--- config.mk ---
export PLATFORM = sky130hd
export DESIGN_NAME = pwm_deadtime
export DESIGN_NICKNAME = d
export VERILOG_FILES = /design/src/rtl/pwm_deadtime.sv
export SDC_FILE = /design/constraint.sdc
export NUM_CORES = 1
export LEC_CHECK = 0
export ABC_AREA = 1
export CAP_MARGIN = 20
export CELL_PAD_IN_SITES_DETAIL_PLACEMENT = 0
export CELL_PAD_IN_SITES_GLOBAL_PLACEMENT = 1
export CORE_MARGIN = 4
export CORE_UTILIZATION = 42
export CTS_CLUSTER_DIAMETER = 120
export DETAILED_ROUTE_END_ITERATION = 12
export HOLD_SLACK_MARGIN = 0.03
export PLACE_DENSITY_LB_ADDON = 0.12
export SYNTH_ARGS = -nofsm -noshare
export SYNTH_HDL_FRONTEND = slang
export SYNTH_SLANG_ARGS = --single-unit
--- constraint.sdc ---
create_clock -name clk -period 3.98 [get_ports clk]
set_clock_uncertainty 0.1 [all_clocks]
set_input_delay 0.398 -clock clk [delete_from_list [all_inputs] [get_ports clk]]
set_output_delay 0.398 -clock clk [all_outputs]
set_load 0.02 [all_outputs]
--- src/rtl/pwm_deadtime.sv ---
// Complementary gate-drive generator with per-channel dead-time insertion.
// Optional latched fault shutdown is compiled in with `define PWM_DEADTIME_FAULT_EN.
//
// state      | meaning
// -----------+----------------------------------------------------------
// ST_OFF     | channel disabled or held by fault/reset; both gates off
// ST_LOW     | low-side gate on
// ST_DT_RISE | dead interval before turning the high side on; both off
// ST_HIGH    | high-side gate on
// ST_DT_FALL | dead interval before turning the low side on; both off
module pwm_deadtime #(
  parameter int CHANNELS = 2,
  parameter int DT_BITS  = 4
) (
  input  logic                clk,
  input  logic                rst,
  input  logic [CHANNELS-1:0] pwm_in,
  input  logic [CHANNELS-1:0] channel_enable,
  input  logic [DT_BITS-1:0]  dead_time,
`ifdef PWM_DEADTIME_FAULT_EN
  input  logic                fault,
  input  logic                fault_clear,
  output logic                fault_active,
`endif
  output logic [CHANNELS-1:0] out_hi,
  output logic [CHANNELS-1:0] out_lo
);

  typedef enum logic [2:0] {
    ST_OFF     = 3'd0,
    ST_LOW     = 3'd1,
    ST_DT_RISE = 3'd2,
    ST_HIGH    = 3'd3,
    ST_DT_FALL = 3'd4
  } state_e;

  state_e              state_q [CHANNELS];
  state_e              state_d [CHANNELS];
  logic [DT_BITS-1:0]  cnt_q   [CHANNELS];
  logic [DT_BITS-1:0]  cnt_d   [CHANNELS];
  logic [CHANNELS-1:0] out_hi_q, out_hi_d;
  logic [CHANNELS-1:0] out_lo_q, out_lo_d;
  logic                force_off;

`ifdef PWM_DEADTIME_FAULT_EN
  logic fault_active_q, fault_active_d;

  // A fault asserted in the same cycle as a clear wins; channels stay off
  // through the clearing edge and restart from OFF on the following one.
  always_comb begin
    fault_active_d = fault_active_q;
    if (fault) begin
      fault_active_d = 1'b1;
    end else if (fault_clear) begin
      fault_active_d = 1'b0;
    end
  end

  assign force_off    = fault | fault_active_q;
  assign fault_active = fault_active_q;
`else
  assign force_off = 1'b0;
`endif

  always_comb begin
    out_hi_d = '0;
    out_lo_d = '0;
    for (int i = 0; i < CHANNELS; i++) begin
      state_d[i] = state_q[i];
      cnt_d[i]   = cnt_q[i];
      if (force_off || !channel_enable[i]) begin
        state_d[i] = ST_OFF;
        cnt_d[i]   = '0;
      end else begin
        case (state_q[i])
          ST_OFF: begin
            state_d[i] = ST_LOW;
          end
          ST_LOW: begin
            if (pwm_in[i]) begin
              if (dead_time == '0) begin
                state_d[i] = ST_HIGH;
              end else begin
                state_d[i] = ST_DT_RISE;
                cnt_d[i]   = dead_time;
              end
            end
          end
          ST_DT_RISE: begin
            if (!pwm_in[i]) begin
              state_d[i] = ST_LOW;
              cnt_d[i]   = '0;
            end else if (cnt_q[i] == DT_BITS'(1)) begin
              state_d[i] = ST_HIGH;
              cnt_d[i]   = '0;
            end else begin
              cnt_d[i] = cnt_q[i] - DT_BITS'(1);
            end
          end
          ST_HIGH: begin
            if (!pwm_in[i]) begin
              if (dead_time == '0) begin
                state_d[i] = ST_LOW;
              end else begin
                state_d[i] = ST_DT_FALL;
                cnt_d[i]   = dead_time;
              end
            end
          end
          ST_DT_FALL: begin
            if (pwm_in[i]) begin
              state_d[i] = ST_HIGH;
              cnt_d[i]   = '0;
            end else if (cnt_q[i] == DT_BITS'(1)) begin
              state_d[i] = ST_LOW;
              cnt_d[i]   = '0;
            end else begin
              cnt_d[i] = cnt_q[i] - DT_BITS'(1);
            end
          end
          default: begin
            state_d[i] = ST_OFF;
            cnt_d[i]   = '0;
          end
        endcase
      end
      // Gate drives are a pure decode of the next state, so each output flop
      // always mirrors its state flop and the two sides can never overlap.
      out_hi_d[i] = (state_d[i] == ST_HIGH);
      out_lo_d[i] = (state_d[i] == ST_LOW);
    end
  end

  always_ff @(posedge clk or negedge rst) begin
    if (!rst) begin
      for (int i = 0; i < CHANNELS; i++) begin
        state_q[i] <= ST_OFF;
        cnt_q[i]   <= '0;
      end
      out_hi_q <= '0;
      out_lo_q <= '0;
`ifdef PWM_DEADTIME_FAULT_EN
      fault_active_q <= 1'b0;
`endif
    end else begin
      for (int i = 0; i < CHANNELS; i++) begin
        state_q[i] <= state_d[i];
        cnt_q[i]   <= cnt_d[i];
      end
      out_hi_q <= out_hi_d;
      out_lo_q <= out_lo_d;
`ifdef PWM_DEADTIME_FAULT_EN
      fault_active_q <= fault_active_d;
`endif
    end
  end

  assign out_hi = out_hi_q;
  assign out_lo = out_lo_q;

endmodule

Word level (Yosys, flattened, before mapping)

Cells that the tools add are included.

Multiplexer cells: 34
$add $sub $neg: 2
Eq/ne operators: 20
Reductions and logical operators: 5

Operators with widths:

| kind                                              | number |
|---|---|
| two-way mux 4 bit                                 | 14 |
| two-way mux 3 bit                                 | 15 |
| case mux 4 bit (5 select lines)                   | 2 |
| case mux 3 bit (5 select lines)                   | 2 |
| == test 3 x 2 -> 1 bit (second input constant)    | 6 |
| == test 3 x 1 -> 1 bit (second input constant)    | 4 |
| inequality test 3 bit (second input constant)     | 4 |
| == test 4 x 1 -> 1 bit (second input constant)    | 2 |
| subtractor 4 x 1 -> 4 bit (second input constant) | 2 |
| == test 3 bit (second input constant)             | 2 |
| logical NOT 3 bit                                 | 2 |
| AND reduction 3 bit                               | 2 |
| logical NOT 4 bit                                 | 1 |
| inequality test 2 bit (second input constant)     | 2 |
| two-way mux 1 bit                                 | 1 |

Output and inout port bits: 4
Register bits: 18

Longest topological paths before layout

Gate-level depths: netlist of run 1.

Word-level depth: 6
Depth in mapped cells: 10
Depth with buffers taken out: 10

Least setup slack after synthesis of run 1

OpenSTA, ideal clock, no wires.

Path kind: register to register
Start point: register cnt_q[0] (netlist bit)
End point: register out_hi_q[1] (netlist: out_hi[1])
Data required time: 3.756 ns
Slack: 2.654 ns
Data arrival time: 1.102 ns
Cell stages (with the launch flop): 8
Setup time: 0.124 ns
Buffers on the path: 0
Cell sequence: dfrtp_1 -> ha_1 -> nand2_1 -> nand2_1 -> nand2_1 -> nand3_1 -> o21bai_1 -> nor2_1

Cells in the longest elaborated chain, start to end: 6
Elaborated cells on any way between the ends: 8

Ends and longest elaborated chain:

| element                              | RTL line | text |
|---|---|---|
| start, declared                      | 39       | `logic [DT_BITS-1:0] cnt_q [CHANNELS];` |
| start signal, assigned by index      | 148      | `cnt_q[i] <= cnt_d[i];` |
| == test 4 x 1 -> 1 bit *             | 93, 114  |  |
| two-way mux 3 bit (on tied branches) | 114, 93  |  |
| two-way mux 3 bit (on tied branches) | 111, 90  |  |
| case mux 3 bit (5 select lines) *    | 75       | `case (state_q[i])` |
| two-way mux 3 bit *                  | 71       | `if (force_off \|\| !channel_enable[i]) begin` |
| == test 3 x 2 -> 1 bit *             | 129      | `out_hi_d[i] = (state_d[i] == ST_HIGH);` |
| via out_hi_d[1]                      | 41       | `logic [CHANNELS-1:0] out_hi_q, out_hi_d;` |
| end signal, assigned                 | 150      | `out_hi_q <= out_hi_d;` |
| end, declared                        | 41       |  |

Mark *: on every way through the listed nets, which the timed path passes. The rest lies on a longest branch.
A chain may end at the register's enable or synchronous reset.

Worst setup path in the final report of run 1

Start point: register out_lo_q[1] (netlist: out_lo[1])
End point: output out_lo[1]

RTL lines:

| element                | RTL line | text |
|---|---|---|
| start, declared        | 42       | `logic [CHANNELS-1:0] out_lo_q, out_lo_d;` |
| start signal, assigned | 151      | `out_lo_q <= out_lo_d;` |
| end, declared          | 26       | `output logic [CHANNELS-1:0] out_lo` |

No word-level cell between the ends.

==> summary.txt, run 1 <==
Startpoint Class = register
Crit Path Class = reg2out
Die area = 0.00381 mm2
Initial antenna violation count = 0
Crit path max-delay family = buffers and inverters
Post-layout nets = 207
Vias/cell = 4.99
Register area share after synthesis = 37.2%
Setup TNS = 0 ps
Setup Buffers After CTS = 0
Max Slew Vio Count = 0
Max IR drop VDD = 0.000218 V
Max clock buf depth = 2
CP endpoint kind = output pin
Starting density of the core = 43.9%
Global-route usage over all layers = 16.5%
CTS Buf Count = 3
Filler Cells Inserted = 282
F_max = 577 MHz
Critical path depth = 1
DRT Wirelength = 2640 um
Register area = 450 um2
Crit path arrival time = 1230 ps
Synth Cell Area = 0.00121 mm2
Crit Path Max Fanout = 1
Clk root buf = clkbuf_4
Layer with the highest usage = met2
Commonest cells after routing, fill and taps aside = nand2_1 (62), inv_1 (21), nand3_1 (20)
Global route overflow = 0
Final setup margin = 2250 ps
ANT nets after route = 0
Dpl ws = 2110 ps
Gpl congestion = 0.884
Std cell rows = 19
Max Cap Viol = 0
Number of global-route vias before repair = 1095
First-iteration detailed-routing DRC count = 53
Worst stage delay on the critical path = 600 ps
Final Instance Area = 0.00140 mm2
Die width = 61.7 um
Final total power = 400 uW
Multi-input combinational cell area = 662 um2
TritonRoute pass-1 iters = 4
WP buf/inv = 1
Max transition margin = 46.1%
Final HPWL DP = 2110 um
Die Y-Extent = 61.7 um
Largest net degree at the start of global routing = 19
Grt met1 use = 20.7%
Cts-stage hold buffer count = 0
Worst skew pair latency = 290 ps
Avg Cell Area, Syn = 6.88 um2
CTS tree = yes
Crit share post-route = 43.5%
#FFs+latches synth = 18
Post-Synthesis Cells = 176
Drt wl/cell = 11.9 um
Cts repair resizes = 0
Final setup viols = 0
Slowest CP cell = clkdlybuf4s50_1
Met2 Use GR = 29.0%
Synth warnings = 0
P&R area growth vs syn = 15.4%
CP required = 3480 ps
Fin. Hold Viols = 0
Top Ports = 14
Fin crit period = 1730 ps
Routing usage on met3 = 1.86%
Crit path cell chain = clkdlybuf4s50_1
CTS sink count = 18
Global-route wire length before repair = 4630 um
Clock transition at path regs = 100 ps
Syn nets = 190
Share of layout cells above drive strength 1 = 9.42%
Core area = 0.00276 mm2
# DRC = 0
Min-delay worst type = reg2reg
H-tree lvl count = 1
Outcome = finished, final reports clean
Routed via count = 1107
Unrepaired setup endpoints after global routing = no
Most common cell after layout, fill and taps aside = nand2_1
Power Density = 286 mW/mm2
Netlist cell types = 24
R2R cell count = 7
Port-buffer cells = 13
Placed instance area = 0.00138 mm2
Worst Max-Slew Pin Slew = 806 ps
Lkg Pwr = 0.710 nW
Inserted Diodes = 0
Hold Crit Depth = 2
path summary, 6_finish.rpt:
check                                     start  slack [ps]                   end
setup / recovery            out_lo[1]$_DFF_PN0_        2250             out_lo[1]
hold / removal             cnt_q[1]$_DFFE_PN0P_         420  cnt_q[1]$_DFFE_PN0P_
setup reg to reg           cnt_q[0]$_DFFE_PN0P_        2390  state_q[0]$_DFF_PN0_
hold reg to reg            cnt_q[1]$_DFFE_PN0P_         420  cnt_q[1]$_DFFE_PN0P_
max in group asynchronous                   rst        2820  state_q[3]$_DFF_PN0_
min in group asynchronous                   rst         470  cnt_q[1]$_DFFE_PN0P_
synth_stat cells (all sizes together):
master / n / area [um2]
nand2: 63 / 239
inv: 25 / 93.8
nand3: 22 / 120
dfrtp: 18 / 450
nor2: 16 / 80.1
o21ai: 9 / 45.0
nand4: 5 / 31.3
a21oi: 4 / 23.8
ha: 4 / 50.1
nor3: 3 / 25.0
xnor2: 2 / 17.5
and2: 1 / 6.26
buf: 1 / 5.00
nand3b: 1 / 7.51
o21a: 1 / 8.76
o21bai: 1 / 7.51
flip-flops by register name (all words and copies together), names as in the netlist:
name / cells
state_q: 6
out_lo: 2
out_hi: 2
cnt_q: 8
report_power, final:
group          internal [mW]  total (mW)  switching, mW
Clock                 0.0352      0.0884         0.0533
Combinational         0.0422       0.107         0.0645
Sequential             0.194       0.205         0.0110
Total                  0.271       0.400          0.129
per-layer routing:
layer | wire length [um] | up-vias
met5 | 0 | -
met2 | 1350 | 18
li1 | - | 591
met1 | 1170 | 494
met4 | 41 | 0
met3 | 75 | 4
cells by family (layout without fill, tap and decap cells):
logic type | Yosys count | count (layout) | share of synthesized area, %
AOI/OAI and AO/OA | 15 | 15 | 7.02
adders and majority gates | 4 | 4 | 4.13
buffers and inverters | 26 | 41 | 8.16
and+or+nand+nor | 111 | 111 | 42.0
DFF | 18 | 18 | 37.2
xor gates and xnor gates | 2 | 2 | 1.45
worst min-delay path, delay by kind of cell (launching register included):
| kind | cells | cell delay, ps |
|---|---|---|
| flops | 1 | 360 |
| simple gates | 2 | 140 |
metrics by stage:
stage	std cells	util [%]	hold slack [ps]
3_3_place_gp	219	49.9	395
2_1_floorplan	176	-	2.41
3_5_place_dp	219	49.9	398
5_1_grt	222	50.7	477
4_1_cts	222	50.7	427
6_report	222	50.7	421
final cells by class:
| type | count | share of cell area (%) |
|---|---|---|
| inverter | 25 | 6.71 |
| sequential | 18 | 32.2 |
| timing repair buffer | 13 | 9.31 |
| multi-input combinational | 132 | 47.4 |
| tap | 31 | 2.78 |
| clock buffer | 3 | 1.61 |
No activity file was read; power rests on OpenSTA's default activity.
==> run 2: changes to the inputs <==
--- a/config.mk
+++ b/config.mk
@@ -10,7 +10,7 @@
 export CELL_PAD_IN_SITES_DETAIL_PLACEMENT = 0
 export CELL_PAD_IN_SITES_GLOBAL_PLACEMENT = 1
 export CORE_MARGIN = 4
-export CORE_UTILIZATION = 42
+export CORE_UTILIZATION = 35
 export CTS_CLUSTER_DIAMETER = 120
 export DETAILED_ROUTE_END_ITERATION = 12
 export HOLD_SLACK_MARGIN = 0.03
==> constraint.sdc (replaced) <==
create_clock -name clk -period 1.4 [get_ports clk]
set_clock_uncertainty 0.1 [all_clocks]
set_input_delay 0.14 -clock clk [delete_from_list [all_inputs] [get_ports clk]]
set_output_delay 0.14 -clock clk [all_outputs]
set_load 0.02 [all_outputs]
==> summary.txt, run 2 (synthesis results as in run 1) <==
Unrepaired setup endpoints after global routing = yes (was no)
Die Y-Extent = 66.8 um (was 61.7 um)
CTS Buf Count = 3 (unchanged)
Power Density = 696 mW/mm2 (was 286 mW/mm2)
Worst Max-Slew Pin Slew = 353 ps (was 806 ps)
Final HPWL DP = 2390 um (was 2110 um)
Hold slack = 75.6 ps (was 421 ps)
Share of layout cells above drive strength 1 = 41.6% (was 9.42%)
P&R area growth vs syn = 54.2% (was 15.4%)
Crit path max-delay family = flip-flops (was buffers and inverters)
Drt wl/cell = 11.7 um (was 11.9 um)
Number of global-route vias before repair = 1206 (was 1095)
Most common cell after layout, fill and taps aside = nand2_1 (unchanged)
Max transition margin = 76.4% (was 46.1%)
Worst reg2reg startpoint = cnt_q[0]$_DFFE_PN0P_ (unchanged)
Top flop regs = cnt_q: 8 flops, state_q: 6 flops (unchanged)
Worst Setup SP = cnt_q[0]$_DFFE_PN0P_ (was out_lo[1]$_DFF_PN0_)
First-iteration detailed-routing DRC count = 65 (was 53)
Lkg Pwr = 0.936 nW (was 0.710 nW)
Placed instance area = 0.00158 mm2 (was 0.00138 mm2)
CTS sink count = 18 (unchanged)
Layout Utilization = 56.0% (was 50.7%)
Fin. Hold Viols = 0 (unchanged)
F_max = 727 MHz
Final setup margin = 25.4 ps (was 2250 ps)
Global route overflow = 0 (unchanged)
# DRC = 0 (unchanged)
Final total power = 1.30 mW (was 400 uW)
CP required = 1480 ps (was 3480 ps)
Fin crit period = 1370 ps
R2R Setup Slk = 30 ps (was 2390 ps)
Cts-stage hold buffer count = 0 (unchanged)
Max IR drop VDD = 0.000455 V (was 0.000218 V)
Gpl congestion = 0.836 (was 0.884)
Crit path arrival time = 1460 ps (was 1230 ps)
DRT Wirelength = 3180 um (was 2640 um)
Final setup viols = 0 (unchanged)
Inserted Diodes = 0 (unchanged)
Starting density of the core = 36.3% (was 43.9%)
ANT nets after route = 0 (unchanged)
TritonRoute pass-1 iters = 4 (unchanged)
WP buf/inv = 2 (was 1)
Top Ports = 14 (unchanged)
Dpl ws = -186 ps (was 2110 ps)
Reg with most FFs = cnt_q (unchanged)
Die width = 66.8 um (was 61.7 um)
Vias/cell = 4.72 (was 4.99)
CP endpoint kind = register (was output pin)
Crit Path Class = reg2reg (was reg2out)
Worst skew pair latency = 290 ps (about the same)
Std cell rows = 21 (was 19)
Largest net degree at the start of global routing = 19 (unchanged)
Max clock buf depth = 2 (unchanged)
Die area = 0.00447 mm2 (was 0.00381 mm2)
Worst stage delay on the critical path = 370 ps (was 600 ps)
Min-delay worst type = in2async (was reg2reg)
Crit path cell chain = buf_4 > inv_2 > ha_1 > xnor2_1 > o21ai_1 > nand2_1 > nand2_1 (was clkdlybuf4s50_1)
Crit Path Max Fanout = 3 (was 1)
Commonest cells after routing, fill and taps aside = nand2_1 (51), buf_4 (34), inv_1 (15) (was nand2_1 (62), inv_1 (21), nand3_1 (20))
CTS tree = yes (unchanged)
Core area = 0.00334 mm2 (was 0.00276 mm2)
Initial antenna violation count = 0 (unchanged)
Clock transition at path regs = 100 ps (about the same)
H-tree lvl count = 1 (unchanged)
Outcome = finished, final reports clean (unchanged)
Slowest CP cell = dfrtp_1 (was clkdlybuf4s50_1)
Most frequent cell on the critical path = nand2_1
Post-layout nets = 242 (was 207)
Port-buffer cells = 13 (unchanged)
Max Slew Vio Count = 0 (unchanged)
Final Instance Area = 0.00187 mm2 (was 0.00140 mm2)
Startpoint Class = register (unchanged)
Max Cap Viol = 0 (unchanged)
Global-route usage over all layers = 15.2% (was 16.5%)
Global-route wire length before repair = 5140 um (was 4630 um)
Routed via count = 1283 (was 1107)
Crit share post-route = 98.2%
Number of flip-flops in the largest register = 8 (unchanged)
Filler Cells Inserted = 332 (was 282)
Clk root buf = clkbuf_4 (unchanged)
## run 2: changes by cell type in the layout (fill, tap and decap cells not counted), moves of 5 or more
cell / delta
buf_4: +34
inv_1: -6
inv_2: +5
nand2_1: -11
nand2_2: +9
nand3_1: -7
nand3_2: +5
o21ai_0: -7
## run 2: final timing paths
kind,end,cells past startpoint
max in group asynchronous,state_q[5]$_DFF_PN0_,2
hold reg to reg,cnt_q[7]$_DFFE_PN0P_,2
hold / removal,state_q[0]$_DFF_PN0_,2
min in group clk,cnt_q[7]$_DFFE_PN0P_,2
setup reg to reg,cnt_q[2]$_DFFE_PN0P_,7
setup / recovery,cnt_q[2]$_DFFE_PN0P_,7
## run 2: cell type report
cell class	instances	area, um2	share of cell area [%]
flip-flops and latches	18	455	24.4
clock buffers	3	22.5	1.21
repair buffers	48	392	21.0
multi-input cells	132	845	45.2
inverters	25	96.3	5.16
well taps	46	57.6	3.08
## run 2: where the power goes
| group | internal, mW | switching (mW) |
|---|---|---|
| sequential | 0.551 | 0.0297 |
| combinational | 0.214 | 0.253 |
| clock | 0.0999 | 0.152 |
## run 2: what timing repair did
action | 4_1_cts | 5_1_grt
setup buffers | 1 | 9
resized for setup | 12 | 54
endpoints found under the setup margin | 17 | 14
pin swaps | 1 | 17
## run 2: stage by stage
step	cells	TNS [ps]
2_1_floorplan	176	0
3_3_place_gp	259	-1230
3_5_place_dp	259	-1740
4_1_cts	263	-4.44
5_1_grt	272	-206
6_report	272	0
## run 2: layer usage
| metal | share of wire (%) | vias up | GRT usage (%) |
|---|---|---|---|
| met5 | 0 | - | 0 |
| met4 | 1.8 | 0 | 7.36 |
| met3 | 3.1 | 4 | 2.70 |
| met2 | 53 | 21 | 25.9 |
| met1 | 42 | 590 | 18.4 |
| li1 | - | 668 | - |
